===== src/rtl/l2_req_arbiter.sv =====
// l2_req_arbiter
// Shares the single L1->L2 request/response port of the L2 between the L1
// instruction cache (I) and the L1 data cache (D). One requester is granted at
// a time, round-robin on contention, with at most one L2 transaction
// outstanding. Load responses are routed back to the requester that owns the
// transaction. Every output is driven from a register.
//
// Ports
//   clk, reset          clock; synchronous active-high reset
//   i_req_*             I-cache request (valid held until i_req_ack pulse)
//   i_rsp_valid/data    I-cache load response (data bus shared with D)
//   d_req_*             D-cache request incl. store data
//   d_rsp_valid/data    D-cache load response (data bus shared with I)
//   l2_req_*            request to the L2 l1_mem_req_* port
//   l2_rsp_valid/data   response from the L2 l1_mem_rsp_* port
//
// Configuration
//   L2_ARB_PERF_EN      when defined, adds i_grant_cnt, d_grant_cnt and
//                       conflict_cnt (32-bit, wrapping) performance counters.
//                       Arbitration timing is the same in both builds.

module l2_req_arbiter #(
    parameter int          ADDR_W  = 32,
    parameter int          DATA_W  = 128,
    parameter logic [3:0]  LOAD_OP = 4'd4
) (
    input  logic              clk,
    input  logic              reset,
    input  logic              i_req_valid,
    output logic              i_req_ack,
    input  logic [ADDR_W-1:0] i_req_addr,
    input  logic [3:0]        i_req_opcode,
    output logic              i_rsp_valid,
    output logic [DATA_W-1:0] i_rsp_data,
    input  logic              d_req_valid,
    output logic              d_req_ack,
    input  logic [ADDR_W-1:0] d_req_addr,
    input  logic [3:0]        d_req_opcode,
    input  logic [DATA_W-1:0] d_req_store_data,
    output logic              d_rsp_valid,
    output logic [DATA_W-1:0] d_rsp_data,
    output logic              l2_req_valid,
    input  logic              l2_req_ack,
    output logic [ADDR_W-1:0] l2_req_addr,
    output logic [3:0]        l2_req_opcode,
    output logic [DATA_W-1:0] l2_req_store_data,
    input  logic              l2_rsp_valid,
    input  logic [DATA_W-1:0] l2_rsp_data
`ifdef L2_ARB_PERF_EN
    ,
    output logic [31:0]       i_grant_cnt,
    output logic [31:0]       d_grant_cnt,
    output logic [31:0]       conflict_cnt
`endif
);

    typedef enum logic [1:0] {
        ST_IDLE     = 2'd0,
        ST_REQ      = 2'd1,
        ST_WAIT_RSP = 2'd2
    } state_t;

    state_t            state_r;
    // 1 = I was granted last. Reset value 0 means "D last", so I wins the
    // first tie after reset.
    logic              last_grant_i_r;
    // Owner of the outstanding transaction: 1 = D, 0 = I.
    logic              owner_d_r;
    // Single response data register feeding both shared rsp_data buses.
    logic [DATA_W-1:0] rsp_data_r;

    logic              any_req_s;
    logic              grant_d_s;

    // Round-robin grant selection from the current requester valids.
    always_comb begin
        any_req_s = i_req_valid | d_req_valid;
        grant_d_s = 1'b0;
        if (i_req_valid && d_req_valid) begin
            grant_d_s = last_grant_i_r;
        end else if (d_req_valid) begin
            grant_d_s = 1'b1;
        end else begin
            grant_d_s = 1'b0;
        end
    end

    // Arbitration FSM with registered acks, L2 request and response outputs.
    always_ff @(posedge clk) begin
        if (reset) begin
            state_r           <= ST_IDLE;
            last_grant_i_r    <= 1'b0;
            owner_d_r         <= 1'b0;
            rsp_data_r        <= {DATA_W{1'b0}};
            i_req_ack         <= 1'b0;
            d_req_ack         <= 1'b0;
            i_rsp_valid       <= 1'b0;
            d_rsp_valid       <= 1'b0;
            l2_req_valid      <= 1'b0;
            l2_req_addr       <= {ADDR_W{1'b0}};
            l2_req_opcode     <= 4'd0;
            l2_req_store_data <= {DATA_W{1'b0}};
        end else begin
            // Acks and response valids are single-cycle pulses.
            i_req_ack   <= 1'b0;
            d_req_ack   <= 1'b0;
            i_rsp_valid <= 1'b0;
            d_rsp_valid <= 1'b0;
            case (state_r)
                ST_IDLE: begin
                    if (any_req_s) begin
                        l2_req_valid <= 1'b1;
                        state_r      <= ST_REQ;
                        if (grant_d_s) begin
                            d_req_ack         <= 1'b1;
                            l2_req_addr       <= d_req_addr;
                            l2_req_opcode     <= d_req_opcode;
                            l2_req_store_data <= d_req_store_data;
                            owner_d_r         <= 1'b1;
                            last_grant_i_r    <= 1'b0;
                        end else begin
                            i_req_ack         <= 1'b1;
                            l2_req_addr       <= i_req_addr;
                            l2_req_opcode     <= i_req_opcode;
                            l2_req_store_data <= {DATA_W{1'b0}};
                            owner_d_r         <= 1'b0;
                            last_grant_i_r    <= 1'b1;
                        end
                    end else begin
                        state_r <= ST_IDLE;
                    end
                end
                ST_REQ: begin
                    // Request held stable for as long as the L2 stalls
                    // (e.g. during a flush); there is no timeout.
                    if (l2_req_ack) begin
                        l2_req_valid <= 1'b0;
                        // Only loads get a response; everything else retires here.
                        if (l2_req_opcode == LOAD_OP) begin
                            state_r <= ST_WAIT_RSP;
                        end else begin
                            state_r <= ST_IDLE;
                        end
                    end else begin
                        state_r <= ST_REQ;
                    end
                end
                ST_WAIT_RSP: begin
                    if (l2_rsp_valid) begin
                        rsp_data_r  <= l2_rsp_data;
                        i_rsp_valid <= ~owner_d_r;
                        d_rsp_valid <= owner_d_r;
                        state_r     <= ST_IDLE;
                    end else begin
                        state_r <= ST_WAIT_RSP;
                    end
                end
                default: begin
                    l2_req_valid <= 1'b0;
                    state_r      <= ST_IDLE;
                end
            endcase
        end
    end

    assign i_rsp_data = rsp_data_r;
    assign d_rsp_data = rsp_data_r;

`ifdef L2_ARB_PERF_EN
    logic idle_s;
    assign idle_s = (state_r == ST_IDLE);

    // Grant and contention counters; all wrap naturally at 2^32.
    always_ff @(posedge clk) begin
        if (reset) begin
            i_grant_cnt  <= 32'd0;
            d_grant_cnt  <= 32'd0;
            conflict_cnt <= 32'd0;
        end else begin
            if (idle_s && any_req_s && !grant_d_s) begin
                i_grant_cnt <= i_grant_cnt + 32'd1;
            end
            if (idle_s && grant_d_s) begin
                d_grant_cnt <= d_grant_cnt + 32'd1;
            end
            if (idle_s && i_req_valid && d_req_valid) begin
                conflict_cnt <= conflict_cnt + 32'd1;
            end
        end
    end
`endif

endmodule


===== config.mk =====
export PLATFORM = sky130hd
export DESIGN_NAME = l2_req_arbiter
export DESIGN_NICKNAME = d
export VERILOG_FILES = /design/src/rtl/l2_req_arbiter.sv
export SDC_FILE = /design/constraint.sdc
export NUM_CORES = 1
export LEC_CHECK = 0
export CAP_MARGIN = 30
export CORE_AREA = 2 2 294 296
export CTS_BUF_LIST = sky130_fd_sc_hd__clkbuf_4
export DETAILED_ROUTE_END_ITERATION = 6
export DIE_AREA = 0 0 296 298
export GPL_TIMING_DRIVEN = 0
export SKIP_LAST_GASP = 1
export SLEW_MARGIN = 10
export SYNTH_ARGS = -nofsm -noshare
export SYNTH_HDL_FRONTEND = slang
export SYNTH_SLANG_ARGS = --single-unit

===== constraint.sdc =====
create_clock -name clk -period 1.8 [get_ports clk]
set_input_delay 0.36 -clock clk [delete_from_list [all_inputs] [get_ports clk]]
set_output_delay 0.36 -clock clk [all_outputs]
set_load 0.01 [all_outputs]

* After elaboration in Yosys (flattened, before gate mapping) *
Cells that the tools add are included.

cells by class
  add/sub/neg operators = 0
  $mul = 0
  divide/modulo/power cells = 0
  $lt $le $gt $ge = 0
  eq/ne operators = 5
  shifts and indexed selects = 0
  multiplexer cells = 15
  bitwise gates (word level) = 6
  reduce and logical (&&, ||, !) cells = 7

operator list
  operator                                              count
  two-way mux 128 bit                                   1
  two-way mux 32 bit                                    1
  two-way mux 1 bit                                     7
  two-way mux 2 bit                                     3
  one-hot mux 2 bit (3 select lines)                    1
  OR reduction 3 bit                                    2
  inverter 1 bit                                        5
  equality test 4 x 3 -> 1 bit (second input constant)  1
  two-way mux 4 bit                                     1
  inequality test 2 bit (second input constant)         2
  AND reduction 2 bit                                   2
  one-hot mux 1 bit (3 select lines)                    1
  AND reduction 3 bit                                   1
  equality test 2 x 1 -> 1 bit (second input constant)  1
  equality test 2 bit (second input constant)           1
  zero test 2 bit                                       1
  logical AND 1 bit                                     1
  OR 1 bit                                              1

word-level totals
  register bits = 301
  bits in latches = 0
  RAM bits = 0
  memory bits (read-only) = 0
  input port bits = 334
  logic and storage cells = 45
  memories kept = 0

* Depth between registers and ports, before layout *
  depth after elaboration = 4
  mapped depth = 5
  gate-level depth less buffers = 3

* Worst setup path after synthesis *
Ideal clock, no wire load.

  path kind = register to register
  start point = register state_r[0]
  end point = register l2_req_addr[0]
  data arrival time = 1148 ps
  setup slack = 520 ps
  cell stages (with the launch flop) = 6
  buffers on the path = 2
  cell sequence = dfxtp_1 or2_4 buf_4 clkbuf_2 o21ai_0 a31oi_1

between the ends
  cells in the longest elaborated chain, start to end = 2

RTL lines
  what                                  RTL line  RTL
  start: declaration                    63        state_t state_r;
  start signal: assignment              91        state_r <= ST_IDLE;
  start signal: assignment              113       state_r <= ST_REQ;
  start signal: assignment              130       state_r <= ST_IDLE;
  zero test 2 bit                       109       case (state_r)
  AND reduction 2 bit (no source line)  -
  end signal: assignment                100       l2_req_addr <= {ADDR_W{1'b0}};
  end signal: assignment                116       l2_req_addr <= d_req_addr;
  end signal: assignment                123       l2_req_addr <= i_req_addr;
  end: declaration                      44        output logic [ADDR_W-1:0] l2_req_addr,

Every way passes these cells.
A chain may end at the register's enable or synchronous reset.

* Worst setup path after layout *
  start point = register rsp_data_r[24] (netlist: d_rsp_data[24])
  end point = output i_rsp_data[24]

RTL lines
  what                      RTL line  RTL
  start: declaration        70        logic [DATA_W-1:0] rsp_data_r;
  start signal: assignment  94        rsp_data_r <= {DATA_W{1'b0}};
  start signal: assignment  150       rsp_data_r <= l2_rsp_data;
  end: declaration          34        output logic [DATA_W-1:0] i_rsp_data,

No word-level cell between the ends.

==> results.sh <==
export IMPL_outcome="complete, no violations"
export IMPL_timing_fmax_ghz=0.5563
export IMPL_clock_power_share=0.412
export IMPL_port_buffers=757
export IMPL_post_route_drc_count=0
export IMPL_tightest_pin_transition_ns=0.9748
export IMPL_grt_antenna_before_repair=15
export IMPL_synthMostInstantiatedCell="dfxtp_1"
export IMPL_first_iter_violations=794
export IMPL_dieHeight_um=298
export IMPL_setup_violations_final=0
export IMPL_end_of_flow_core_utilization=0.2807
export IMPL_worst_skew_pair_late_latency_ns=0.83
export IMPL_synthDominantAreaCellType="dfxtp_1"
export IMPL_crit_path_frequent_cell="buf_6"
export IMPL_postSynth_topFlopCell="dfxtp_1"
export IMPL_pwr_share_seq=0.421
export IMPL_root_buffer="clkbuf_4"
export IMPL_cts_buffers=90
export IMPL_synth_cell_types=23
export IMPL_timing_final_crit_share=0.9986
export IMPL_synth_seq_area_share=0.4968
export IMPL_timing_critical_path_cells="buf_6 -> buf_6"
export IMPL_vdd_drop_max_v=0.0006396
export IMPL_die_width_um=296
export IMPL_period_minus_slack_ns=1.797
export IMPL_skew_ns=0.08039
export IMPL_grt_overflow_total=0
export IMPL_placed_cell_area_um2=21170
export IMPL_async_flop_share=0
export IMPL_fin_nets=2817
export IMPL_setup_repair_after_global_routing_missed_its_margin="yes"
export IMPL_wl_per_cell_um=19.20
export IMPL_leakage_nw=9.349
export IMPL_grt_pass1_wl_mm=100.4
export IMPL_cp_slowest_stage_delay_ns=0.38
export IMPL_stdcell_area_um2=23830
export IMPL_p_total_w=0.01641
export IMPL_cts_tree="yes"
export IMPL_yosys_warnings=0
export IMPL_synth_enable_flop_cells=0
export IMPL_slowest_stage="dfxtp_4"
export IMPL_worstSetupStartpointType="register"
export IMPL_synth_cells_most_frequent="dfxtp_1 (301), a21oi_1 (261), nand2_1 (260)"
export IMPL_syn_avg_cell_area_um2=8.011
export IMPL_cts_sink_count=301
export IMPL_num_vias=15050
export IMPL_post_drt_via_cell_ratio=4.069
export IMPL_drt_pass1_iter_count=5
export IMPL_max_cap_violations=0
export IMPL_timing_final_max_slew_violations=0
export IMPL_pin_count_of_the_biggest_net_entering_global_routing=14
export IMPL_worst_endpoint_required_ns=1.44
export IMPL_hold_violations=0
export IMPL_initial_core_util=0.1429
export IMPL_vias_in_the_first_global_route=15620
export IMPL_slew_limit_headroom=0.3501
export IMPL_switching_power_summed_over_all_nets_w=0.004750
export IMPL_final_cells=3699
export IMPL_postSynthNetCount=1848
export IMPL_die_area_um2=88210
export IMPL_areaGrowthSynthToFinish_pct=96.45
export IMPL_top_level_ports=759
export IMPL_power_density_nw_per_um2=688.9
export IMPL_grt_usage=0.1540
export IMPL_drtAntennaViolNets=0
export IMPL_hpwlAfterDp_mm=55.28
export IMPL_synth_seq_cells=301
export IMPL_timing_setup_critical_path_class="register to output port"
export IMPL_totalWireLength_mm=71.04
export IMPL_path_clk_slew_ns=0.07
export IMPL_gpl_final_weighted_congestion=0.8835
export IMPL_drive_above_1_share=0.3422
export IMPL_synthTopCellsByArea="dfxtp_1 (50%), a21oi_1 (11%), buf_4 (8.5%)"
export IMPL_power_switching_fraction=0.2894
export IMPL_clk_path_buf_depth=3
export IMPL_synth_top_cell_area_share=0.4968
export IMPL_core_rowCount=107
export IMPL_power_report_internal_total_w=0.01166
export IMPL_critPathCaptureType="output port"
export IMPL_crit_arrival_ns=1.44
export IMPL_core_area_um2=84880
export IMPL_share_comb_of_total_power=0.167
export IMPL_worstHoldPathType="input pin to register"
export IMPL_placedCellCount=3417
export IMPL_ff2ff_setup_slack_ns=0.15
export IMPL_crit_path_max_fanout=3
export IMPL_mappedNetlistArea_um2=12130
export IMPL_ctsHtreeMaxLevel=3
export IMPL_syn_instance_count=1514
==> final timing paths <==
check,cells after the start,from,to
worst max-delay path,2,d_rsp_data[24],i_rsp_data[24]
worst min-delay path,2,reset,d_rsp_valid
worst max register to register,5,state_r[0],l2_req_store_data[26]
worst min register to register,2,d_rsp_data[105],d_rsp_data[105]
==> layer usage <==
layer	vias up	GRT usage	wire [um]
met3	187	0.05647	7109
li1	7112	-	-
met4	8	0.07419	3064
met5	-	0	57
met1	7029	0.1666	26540
met2	717	0.2642	34270
==> sequential cells by signal, summed over array words and instances, names as in the netlist <==
name / flops
owner_d_r: 1
d_rsp_data: 128
d_rsp_valid: 1
i_rsp_valid: 1
l2_req_addr: 32
state_r: 2
last_grant_i_r: 1
l2_req_opcode: 4
i_req_ack: 1
d_req_ack: 1
l2_req_store_data: 128
l2_req_valid: 1
==> cells by family after synthesis <==
group / count (synthesis) / synth area share
AND/OR/NAND/NOR: 476 / 0.1755
AO/OA/AOI/OAI: 465 / 0.1956
flip-flops: 301 / 0.4968
buffers and inverters: 272 / 0.1321
==> timing repair <==
| item | CTS | global route |
|---|---|---|
| setup buffers | 3 | 4 |
| resized for setup | 2299 | 72 |
| hold endpoints to repair | 198 | 0 |
| hold buffers | 190 | 0 |
| gates cloned | 0 | 0 |
| setup endpoints to repair | 571 | 412 |
| pin swaps | 1 | 1 |
==> per-stage QoR <==
step | TNS, ns | hold slack, ns | setup WS (ns)
floorplan | 0 | 0.4095 | 0.5195
global placement | -136.00 | 0.4561 | -0.7736
detailed placement | -126.41 | 0.4637 | -0.7497
CTS | -13.04 | 0.0009540 | -0.1342
global route | -4.747 | 0.03386 | -0.1288
finish | 0 | 0.05790 | 0.002542
==> worst max-delay path: cells and delay by family, from the launching register on <==
family,cells,cell delay [ns]
buf+inv,2,0.23
flops,1,0.38
==> area by class of cell <==
| class | instances | area (um2) |
|---|---|---|
| clock buffer | 130 | 975.9 |
| fill | 9211 | 61050 |
| timing repair buffer | 956 | 9075 |
| multi-input combinational | 941 | 4507 |
| buffer | 193 | 1236 |
| clock inverter | 27 | 151.4 |
| tap | 1144 | 1431 |
| sequential | 301 | 6434 |
| antenna | 7 | 17.52 |
==> power groups by stage <==
stage          Combinational (W)  Sequential (W)  Clock [W]
2_1_floorplan           0.000753         0.00723          0
3_3_place_gp             0.00250         0.00714          0
3_5_place_dp             0.00250         0.00715          0
4_1_cts                  0.00275         0.00693    0.00710
5_1_grt                  0.00294         0.00692    0.00741
6_report                 0.00275         0.00691    0.00676
==> cells in the final DEF (no fill, tap or decap), types with 2 or more instances in the layout <==
cell type and n:
a21oi_1 261, clkdlybuf4s15_1 3, buf_2 198, buf_8 2, diode_2 7, clkinvlp_4 2, clkdlybuf4s15_2 10, buf_4 27
nand4_1 36, dfxtp_2 86, nor2_1 5, clkinv_2 5, clkbuf_4 133, a31oi_1 36, buf_6 289, clkbuf_2 30
dfxtp_4 80, dfxtp_1 135, nand3_1 165, clkdlybuf4s50_1 332, nand2_1 260, buf_12 3, o21ai_0 168, clkinv_1 16
dlygate4sd3_1 190, clkbuf_1 62
No activity file was read; power rests on OpenSTA's default activity.
